--- config.mk ---
export PLATFORM = sky130hd
export DESIGN_NAME = gcd_arbiter
export DESIGN_NICKNAME = d
export VERILOG_FILES = /design/src/rtl/gcd_pkg.sv /design/src/rtl/gcd_arbiter_rr_pick.sv /design/src/rtl/gcd_arbiter.sv
export SDC_FILE = /design/constraint.sdc
export NUM_CORES = 1
export LEC_CHECK = 0
export ABC_AREA = 1
export CAP_MARGIN = 20
export CORE_MARGIN = 2
export CORE_UTILIZATION = 44
export CTS_BUF_LIST = sky130_fd_sc_hd__clkbuf_4 sky130_fd_sc_hd__clkbuf_8
export DETAILED_ROUTE_END_ITERATION = 12
export PLACE_DENSITY = 0.88
export SYNTH_ARGS = -nofsm -noshare
export SYNTH_HDL_FRONTEND = slang
export SYNTH_SLANG_ARGS = --single-unit
--- constraint.sdc ---
create_clock -name clk_i -period 7.9 [get_ports clk_i]
set_input_delay 1.975 -clock clk_i [delete_from_list [all_inputs] [get_ports clk_i]]
set_output_delay 1.975 -clock clk_i [all_outputs]
set_load 0.05 [all_outputs]
--- src/rtl/gcd_pkg.sv ---
// Shared definitions for the GCD arbiter slice: default operand width and FSM state codes.
package gcd_pkg;

    localparam int GCD_W = 16;

    typedef logic [1:0] state_t;

    localparam state_t ST_IDLE  = 2'd0;
    localparam state_t ST_ISSUE = 2'd1;
    localparam state_t ST_BUSY  = 2'd2;
    localparam state_t ST_RESP  = 2'd3;

endpackage

--- src/rtl/gcd_arbiter_rr_pick.sv ---
// Combinational round-robin priority encoder: first set request at or after ptr, wrapping modulo N.
module rr_pick #(
    parameter int N  = 4,
    parameter int PW = (N > 1) ? $clog2(N) : 1
) (
    input  logic [N-1:0]  req_i,
    input  logic [PW-1:0] ptr_i,
    output logic [PW-1:0] grant_o,
    output logic          any_o
);

    // Scan from the farthest candidate back to ptr so the closest hit wins.
    always_comb begin
        grant_o = '0;
        any_o   = |req_i;
        for (int k = N - 1; k >= 0; k--) begin
            if (req_i[(int'(ptr_i) + k) % N]) begin
                grant_o = PW'((int'(ptr_i) + k) % N);
            end
        end
    end

endmodule

--- src/rtl/gcd_arbiter.sv ---
// Round-robin front end sharing one GCD engine among N requesters, one operation in flight,
// with a bypass for x==0, y!=0 operands that a subtractive engine could never finish.
module gcd_arbiter
    import gcd_pkg::*;
#(
    parameter int N = 4,
    parameter int W = GCD_W
) (
    input  logic             clk_i,
    input  logic             reset_i,
    input  logic [N-1:0]     req_valid_i,
    input  logic [N*2*W-1:0] req_data_i,
    output logic [N-1:0]     req_ready_o,
    output logic [N-1:0]     resp_valid_o,
    output logic [W-1:0]     resp_data_o,
    input  logic [N-1:0]     resp_ready_i,
    output logic             gcd_in_valid_o,
    output logic [2*W-1:0]   gcd_in_data_o,
    input  logic             gcd_in_ready_i,
    input  logic             gcd_out_valid_i,
    input  logic [W-1:0]     gcd_out_data_i
);

    localparam int PW = (N > 1) ? $clog2(N) : 1;

    state_t         state_q, state_d;
    logic [PW-1:0]  ptr_q, ptr_d;
    logic [PW-1:0]  owner_q, owner_d;
    logic [2*W-1:0] op_q, op_d;
    logic [W-1:0]   result_q, result_d;

    logic [PW-1:0]  grant;
    logic           anyReq;
    logic [2*W-1:0] grantData;
    logic [W-1:0]   grantX;
    logic [W-1:0]   grantY;

    rr_pick #(.N(N), .PW(PW)) u_pick (
        .req_i   (req_valid_i),
        .ptr_i   (ptr_q),
        .grant_o (grant),
        .any_o   (anyReq)
    );

    always_comb begin
        grantData = '0;
        for (int i = 0; i < N; i++) begin
            if (PW'(i) == grant) begin
                grantData = req_data_i[i*2*W +: 2*W];
            end
        end
    end

    assign grantX = grantData[W-1:0];
    assign grantY = grantData[2*W-1:W];

    // Accept is combinational so a request can be taken in the same IDLE cycle it appears.
    always_comb begin
        req_ready_o = '0;
        if (state_q == ST_IDLE && anyReq && !reset_i) begin
            req_ready_o[grant] = 1'b1;
        end
    end

    always_comb begin
        resp_valid_o = '0;
        if (state_q == ST_RESP) begin
            resp_valid_o[owner_q] = 1'b1;
        end
    end

    assign resp_data_o    = result_q;
    assign gcd_in_valid_o = (state_q == ST_ISSUE);
    assign gcd_in_data_o  = op_q;

    always_comb begin
        state_d  = state_q;
        ptr_d    = ptr_q;
        owner_d  = owner_q;
        op_d     = op_q;
        result_d = result_q;
        case (state_q)
            ST_IDLE: begin
                if (anyReq) begin
                    op_d    = grantData;
                    owner_d = grant;
                    ptr_d   = (grant == PW'(N - 1)) ? '0 : grant + PW'(1);
                    if (grantX == '0 && grantY != '0) begin
                        result_d = grantY;
                        state_d  = ST_RESP;
                    end else begin
                        state_d  = ST_ISSUE;
                    end
                end
            end
            ST_ISSUE: begin
                if (gcd_in_ready_i) begin
                    state_d = ST_BUSY;
                end
            end
            ST_BUSY: begin
                if (gcd_out_valid_i) begin
                    result_d = gcd_out_data_i;
                    state_d  = ST_RESP;
                end
            end
            ST_RESP: begin
                if (resp_ready_i[owner_q]) begin
                    state_d = ST_IDLE;
                end
            end
            default: state_d = ST_IDLE;
        endcase
    end

    always_ff @(posedge clk_i) begin
        if (reset_i) begin
            state_q  <= ST_IDLE;
            ptr_q    <= '0;
            owner_q  <= '0;
            op_q     <= '0;
            result_q <= '0;
        end else begin
            state_q  <= state_d;
            ptr_q    <= ptr_d;
            owner_q  <= owner_d;
            op_q     <= op_d;
            result_q <= result_d;
        end
    end

endmodule

==> results.cfg, run 1 <==
[setup_path]
reg2reg_to = resp_data_o[9]
ff2ff_setup_slack_ns = 3.80
slowest_stage = clkdlybuf4s50_1
startpoint_type = input pin
crit_chain = clkdlybuf4s50_1 -> inv_1 -> nand2_1 -> o21ai_0 -> or2_2 -> nand2_1 -> inv_1 -> nand2_1 -> mux2_2 -> inv_1 -> ha_1 -> buf_4 -> inv_4 -> nor2_1 -> clkdlybuf4s50_1
cp_max_fo = 16
end_kind = primary output
cp.arrival_ns = 5.12
r2r_cells = 23
worstSetupPathType = input pin to primary output
critPathRequiredTime_ns = 5.93
slowest_delay_ns = 0.82
rr_startpoint = ptr_q[0]

[finish]
area_growth_pct = 55.7
fin_area_um2 = 6130
antennaDiodeCount = 0
stdcell_count = 976
regArea_um2 = 1080
drive_above_1_share = 0.0415
fillers = 765
fin_nets = 1031
multi_input_area_um2 = 2340

[global_routing]
grt-busiest-layer = met2
grt_first_pass_wirelength_um = 23600
use_met1 = 0.356
antenna_found_initial = 0
grt_pass1_vias = 4898
grt_start_max_net_pins = 54
use_met2 = 0.532
grt_overflow_total = 0
grt.total_usage = 0.301
grt_use_met3 = 0.0631

[synth]
synth.yosys.warnings = 0
synthesis.area_um2 = 3940
synth.ff_latch_count = 54
synthAdderAreaFrac = 0.0254
synth_top_family_by_area = simple AND/OR/NAND/NOR gates
synth_edf_count = 0
synth_compound_area_frac = 0.185
yosysSeqAreaShare = 0.274
async_flop_share = 0
synth_cells = 680
ys_types = 31
synthXorXnorAreaFrac = 0
yosys.area_share.simple = 0.376
syn_nets = 844
synth_mux_area_frac = 0.00286
avgSynthCellArea_um2 = 5.79
synthFlopType = dfxtp_1

[timing]
setup_viol = 0
timing.fmax_ghz = 0.141
hold_violations = 0
worst_clock_skew_ns = 0.00581
tightest_slew_ns = 0.779
rsz0062_at_grt = false
period_minus_slack_ns = 7.09
drv_slew = 0
holdWs_ns = 0.500
slew-limit-headroom = 0.477
layout_worst_path_cycle_share = 0.898
tns_ns = 0

[hold_path]
worstHoldStart = resp_data_o[10]
hold_path_end = resp_data_o[10]
whs_path_depth = 2
hold_path_class = flop to flop

[route]
vias = 5136
ant_nets = 0
first_pass_iters = 5
wl_um = 15200
wl_per_cell_um = 15.6
viasPerCell = 5.26
drt_drc_violations_left = 0
drtIter0Drc = 317

[placed_design]
place_area_um2 = 6020
dpl.cell_count = 968
io_buffers = 212
dp_hpwl_um = 11800
gp_congestion = 0.924

[clock_network]
clockRootBuffer = clkbuf_8
ctsHoldBuffers = 0
clk_path_buf_depth = 2
clock_sinks = 54
post_cts_buffers = 0
htree_levels = 2
clk-insertion-delay-late_ns = 0.31
numCtsBuffers = 5
clkTransAtPathRegs_ns = 0.09
cts_resized = 0
cts_tree = built

[job]
max-cap-violations = 0

[pwr]
vdd_drop_max_mv = 0.274
totalPowerFinal_w = 0.00276
cellLeakagePower_nw = 2.86
powerDensity_nw_per_um2 = 450

[floorplanning]
rows = 34
start_util = 0.452
die_h_um = 98.6
die-area_um2 = 9730
pin_count = 213
fp.dieW_um = 98.6
coreArea_um2 = 8720

[status]
outcome = finished, final reports clean
==> cells in the final DEF, fill, tap and decap left out, types with 10 or more instances in the layout <==
master,netlist,layout
clkdlybuf4s50_1,0,209
nand2_1,180,180
nor2_1,149,149
inv_1,67,67
a21oi_1,60,60
dfxtp_1,54,54
o21ai_0,48,48
nand3_1,21,21
a31oi_1,14,13
buf_4,1,10
==> layer usage <==
layer | vias to the layer above | part of all wire
met3 | 49 | 0.095
li1 | 2512 | -
met1 | 2284 | 0.38
met4 | 0 | 0.039
met5 | - | 0
met2 | 291 | 0.48
==> how the worst max path moves through the flow <==
stage	start	end	slack [ns]	cells past startpoint
after floorplan	req_valid_i[3]	req_ready_o[2]	1.83	14
after global placement	req_valid_i[3]	req_ready_o[0]	1.01	15
after detailed placement	req_valid_i[3]	req_ready_o[0]	0.87	15
after CTS	req_valid_i[3]	req_ready_o[0]	0.85	15
after global routing	req_valid_i[0]	req_ready_o[0]	0.63	14
final	req_valid_i[3]	req_ready_o[0]	0.81	15
==> synthesized netlist by cell type (2+ instances only) <==
library cell / number / area share
nand2_4: 2 / 0.0057
inv_4: 3 / 0.0048
nor3_1: 4 / 0.0051
clkbuf_1: 13 / 0.012
o211ai_1: 4 / 0.0076
o21ai_0: 48 / 0.061
nand4_1: 3 / 0.0048
buf_1: 2 / 0.0019
nand2_1: 180 / 0.17
nand3_1: 21 / 0.027
nand3_2: 2 / 0.0051
o21ai_2: 2 / 0.0044
inv_1: 67 / 0.064
o21ai_1: 5 / 0.0064
buf_6: 12 / 0.034
clkinv_1: 2 / 0.0019
a31oi_1: 14 / 0.022
ha_1: 8 / 0.025
a21boi_1: 2 / 0.0038
buf_2: 12 / 0.015
dfxtp_1: 54 / 0.27
or2_2: 4 / 0.0064
a21oi_1: 60 / 0.076
nor2_1: 149 / 0.14
==> cell families (layout without fill, tap and decap cells) <==
| family | Yosys count | in the layout |
|---|---|---|
| AOI/OAI and AO/OA | 137 | 137 |
| adders and majority gates | 8 | 8 |
| buffers and inverters | 112 | 300 |
| DFF | 54 | 54 |
| muxes | 1 | 1 |
| and+or+nand+nor | 368 | 368 |
==> layout make-up <==
class / instances / share of cell area
clock inverter: 1 / 0.00489
inverter: 72 / 0.0453
clock buffer: 7 / 0.0137
multi-input combinational: 514 / 0.381
tap: 108 / 0.0220
timing repair buffer: 220 / 0.357
sequential: 54 / 0.176
==> state kept, by name, summed over array words and instances (netlist names) <==
signal / flops
state_q: 2
resp_data_o: 16
ptr_q: 2
owner_q: 2
gcd_in_data_o: 32
==> per-stage QoR <==
stage                      util  worst slack (ns)
after floorplan               -              1.83
after global placement    0.690              1.01
after detailed placement  0.690             0.873
after CTS                 0.703             0.850
after global routing      0.703             0.626
final                     0.703             0.805
==> worst max-delay path: cells and delay by family <==
kind                     cells  cell delay (ns)
adder cells (fa/ha/maj)      1             0.17
AND/OR/NAND/NOR              5             0.61
multiplexers                 1             0.39
buffers and inverters        7             1.85
AO/OA/AOI/OAI                1             0.12
==> power breakdown <==
group | switching, W | internal (W) | leakage [nW]
Combinational | 0.00145 | 0.000684 | 2.36
Sequential | 0.0000640 | 0.000366 | 0.445
Clock | 0.0000924 | 0.000102 | 0.0593
Note: power is estimated with default switching activity, not from simulation.
==> run 2, diff against run 1 <==
--- a/config.mk
+++ b/config.mk
@@ -8,10 +8,10 @@
 export ABC_AREA = 1
 export CAP_MARGIN = 20
 export CORE_MARGIN = 2
-export CORE_UTILIZATION = 44
+export CORE_UTILIZATION = 41
 export CTS_BUF_LIST = sky130_fd_sc_hd__clkbuf_4 sky130_fd_sc_hd__clkbuf_8
 export DETAILED_ROUTE_END_ITERATION = 12
-export PLACE_DENSITY = 0.88
+export PLACE_DENSITY = 0.83
 export SYNTH_ARGS = -nofsm -noshare
 export SYNTH_HDL_FRONTEND = slang
 export SYNTH_SLANG_ARGS = --single-unit
==> results.cfg, run 2 (synthesis results as in run 1) <==
[setup_path]
critPathRequiredTime_ns = 5.93
critPathBufInv = 5
slowest_delay_ns = 0.71
cp.arrival_ns = 5.04
end_kind = primary output
slowest_stage = clkdlybuf4s50_1
path_delay_family = buffers and inverters
cpMostUsedCell = inv_1
crit_chain = clkdlybuf4s50_1 -> inv_1 -> o21ai_0 -> nand2_1 -> nand3b_1 -> a31oi_1 -> o21ai_0 -> inv_1 -> ha_2 -> inv_1 -> nor2_1 -> clkdlybuf4s50_1
cp_max_fo = 12
startpoint_type = input pin
worstSetupPathType = input pin to primary output

[clock_network]
numCtsBuffers = 5
post_cts_buffers = 0
clkTransAtPathRegs_ns = 0.09
htree_levels = 2
cts_resized = 0
clock_sinks = 54
ctsHoldBuffers = 0
cts_tree = built
clk-insertion-delay-late_ns = 0.31
clk_path_buf_depth = 2
clockRootBuffer = clkbuf_8

[finish]
multi_input_area_um2 = 2340
antennaDiodeCount = 0
fin_nets = 1030
drive_above_1_share = 0.0392
final_common_cell = clkdlybuf4s50_1
stdcell_count = 996
largest_reg_flops = 32
final_cell_mix = clkdlybuf4s50_1 (210), nand2_1 (180), nor2_1 (149)
regArea_um2 = 1080
area_growth_pct = 56.2
fillers = 882

[global_routing]
grt_overflow_total = 0
grt.total_usage = 0.281
grt_start_max_net_pins = 54
grt_first_pass_wirelength_um = 23000
antenna_found_initial = 0
grt_pass1_vias = 4703

[timing]
layout_worst_path_cycle_share = 0.888
tightest_slew_ns = 0.702
rsz0062_at_grt = false
timing.fmax_ghz = 0.143
worst_clock_skew_ns = 0.00917
drv_slew = 0
setup_viol = 0
slew-limit-headroom = 0.529
tns_ns = 0
hold_violations = 0
period_minus_slack_ns = 7.01

[floorplanning]
die_h_um = 102
rows = 35
start_util = 0.424
coreArea_um2 = 9280
die-area_um2 = 10400
pin_count = 213
fp.dieW_um = 102

[job]
max-cap-violations = 0

[placed_design]
dpl.cell_count = 988
io_buffers = 212
dp_hpwl_um = 11500
gp_congestion = 0.964

[route]
vias = 4982
wl_um = 14700
ant_nets = 0
drt_drc_violations_left = 0
drtIter0Drc = 283
viasPerCell = 5.00
wl_per_cell_um = 14.8
first_pass_iters = 5

[pwr]
vdd_drop_max_mv = 0.212
cellLeakagePower_nw = 2.85
powerDensity_nw_per_um2 = 442

[hold_path]
hold_path_class = flop to flop

[status]
outcome = finished, final reports clean
run 2: cell count changes in the layout (fill, tap and decap cells not counted), sizes merged:
cell	before	now
buf	11	9
clkinvlp	0	1
clkdlybuf4s50	209	210
clkbuf	7	6
run 2: routing by layer:
metal | up-vias | global-route usage | part of all wire | routed length, um
met5 | - | 0 | 0 | 0
met3 | 21 | 0.0650 | 0.089 | 1310
met2 | 211 | 0.510 | 0.50 | 7300
li1 | 2502 | - | - | -
met4 | 0 | 0.0708 | 0.019 | 278
met1 | 2248 | 0.333 | 0.40 | 5820
run 2: area by class of cell:
class | instances | share of cell area
clock buffers | 6 | 0.0124
clock inverters | 2 | 0.00610
inverters | 72 | 0.0451
multi-input cells | 514 | 0.380
flip-flops and latches | 54 | 0.176
well taps | 129 | 0.0262
repair buffers | 219 | 0.354
run 2: worst paths after layout:
kind	cells past startpoint	slack (ns)	startpoint	endpoint
min reg2reg	2	0.49	resp_data_o[10]	resp_data_o[10]
max reg2reg	21	3.99	ptr_q[0]	resp_data_o[7]
max	12	0.89	req_valid_i[0]	req_ready_o[3]
min	2	0.49	resp_data_o[10]	resp_data_o[10]
run 2: through the flow:
step	hold slack [ns]	power (W)	area (um^2)	setup slack (ns)	utilization
after CTS	0.498	0.00272	6160	0.940	0.663
after detailed placement	0.476	0.00252	6040	0.952	0.651
after floorplan	0.498	0.00198	3940	1.83	-
final	0.491	0.00272	6160	0.887	0.663
after global placement	0.472	0.00248	6040	1.09	0.651
after global routing	0.525	0.00297	6160	0.636	0.663
run 2: worst reg2reg max path: stages, from the launching register on:
cell	delay, ns
dfxtp_1	0.42
or2_2	0.33
and2_1	0.15
nand2_1	0.09
a31oi_1	0.09
o21ai_0	0.49
ha_1	0.25
buf_4	0.37
inv_4	0.20
nand2_1	0.10
nand3_1	0.07
a21oi_1	0.31
nor2_1	0.07
nand2_1	0.07
nor2_1	0.04
nand2_1	0.09
nand3_2	0.11
nand2_4	0.13
nand2_4	0.17
nand2_1	0.13
nand2_1	0.05
nor2_1	0.10
run 2: report_power, final:
part	leakage [nW]	total, W	switching, W	internal [W]
Sequential	0.445	0.000426	0.0000605	0.000366
Combinational	2.35	0.00210	0.00142	0.000681
Clock	0.0548	0.000192	0.0000933	0.0000982
Total	2.85	0.00272	0.00158	0.00115
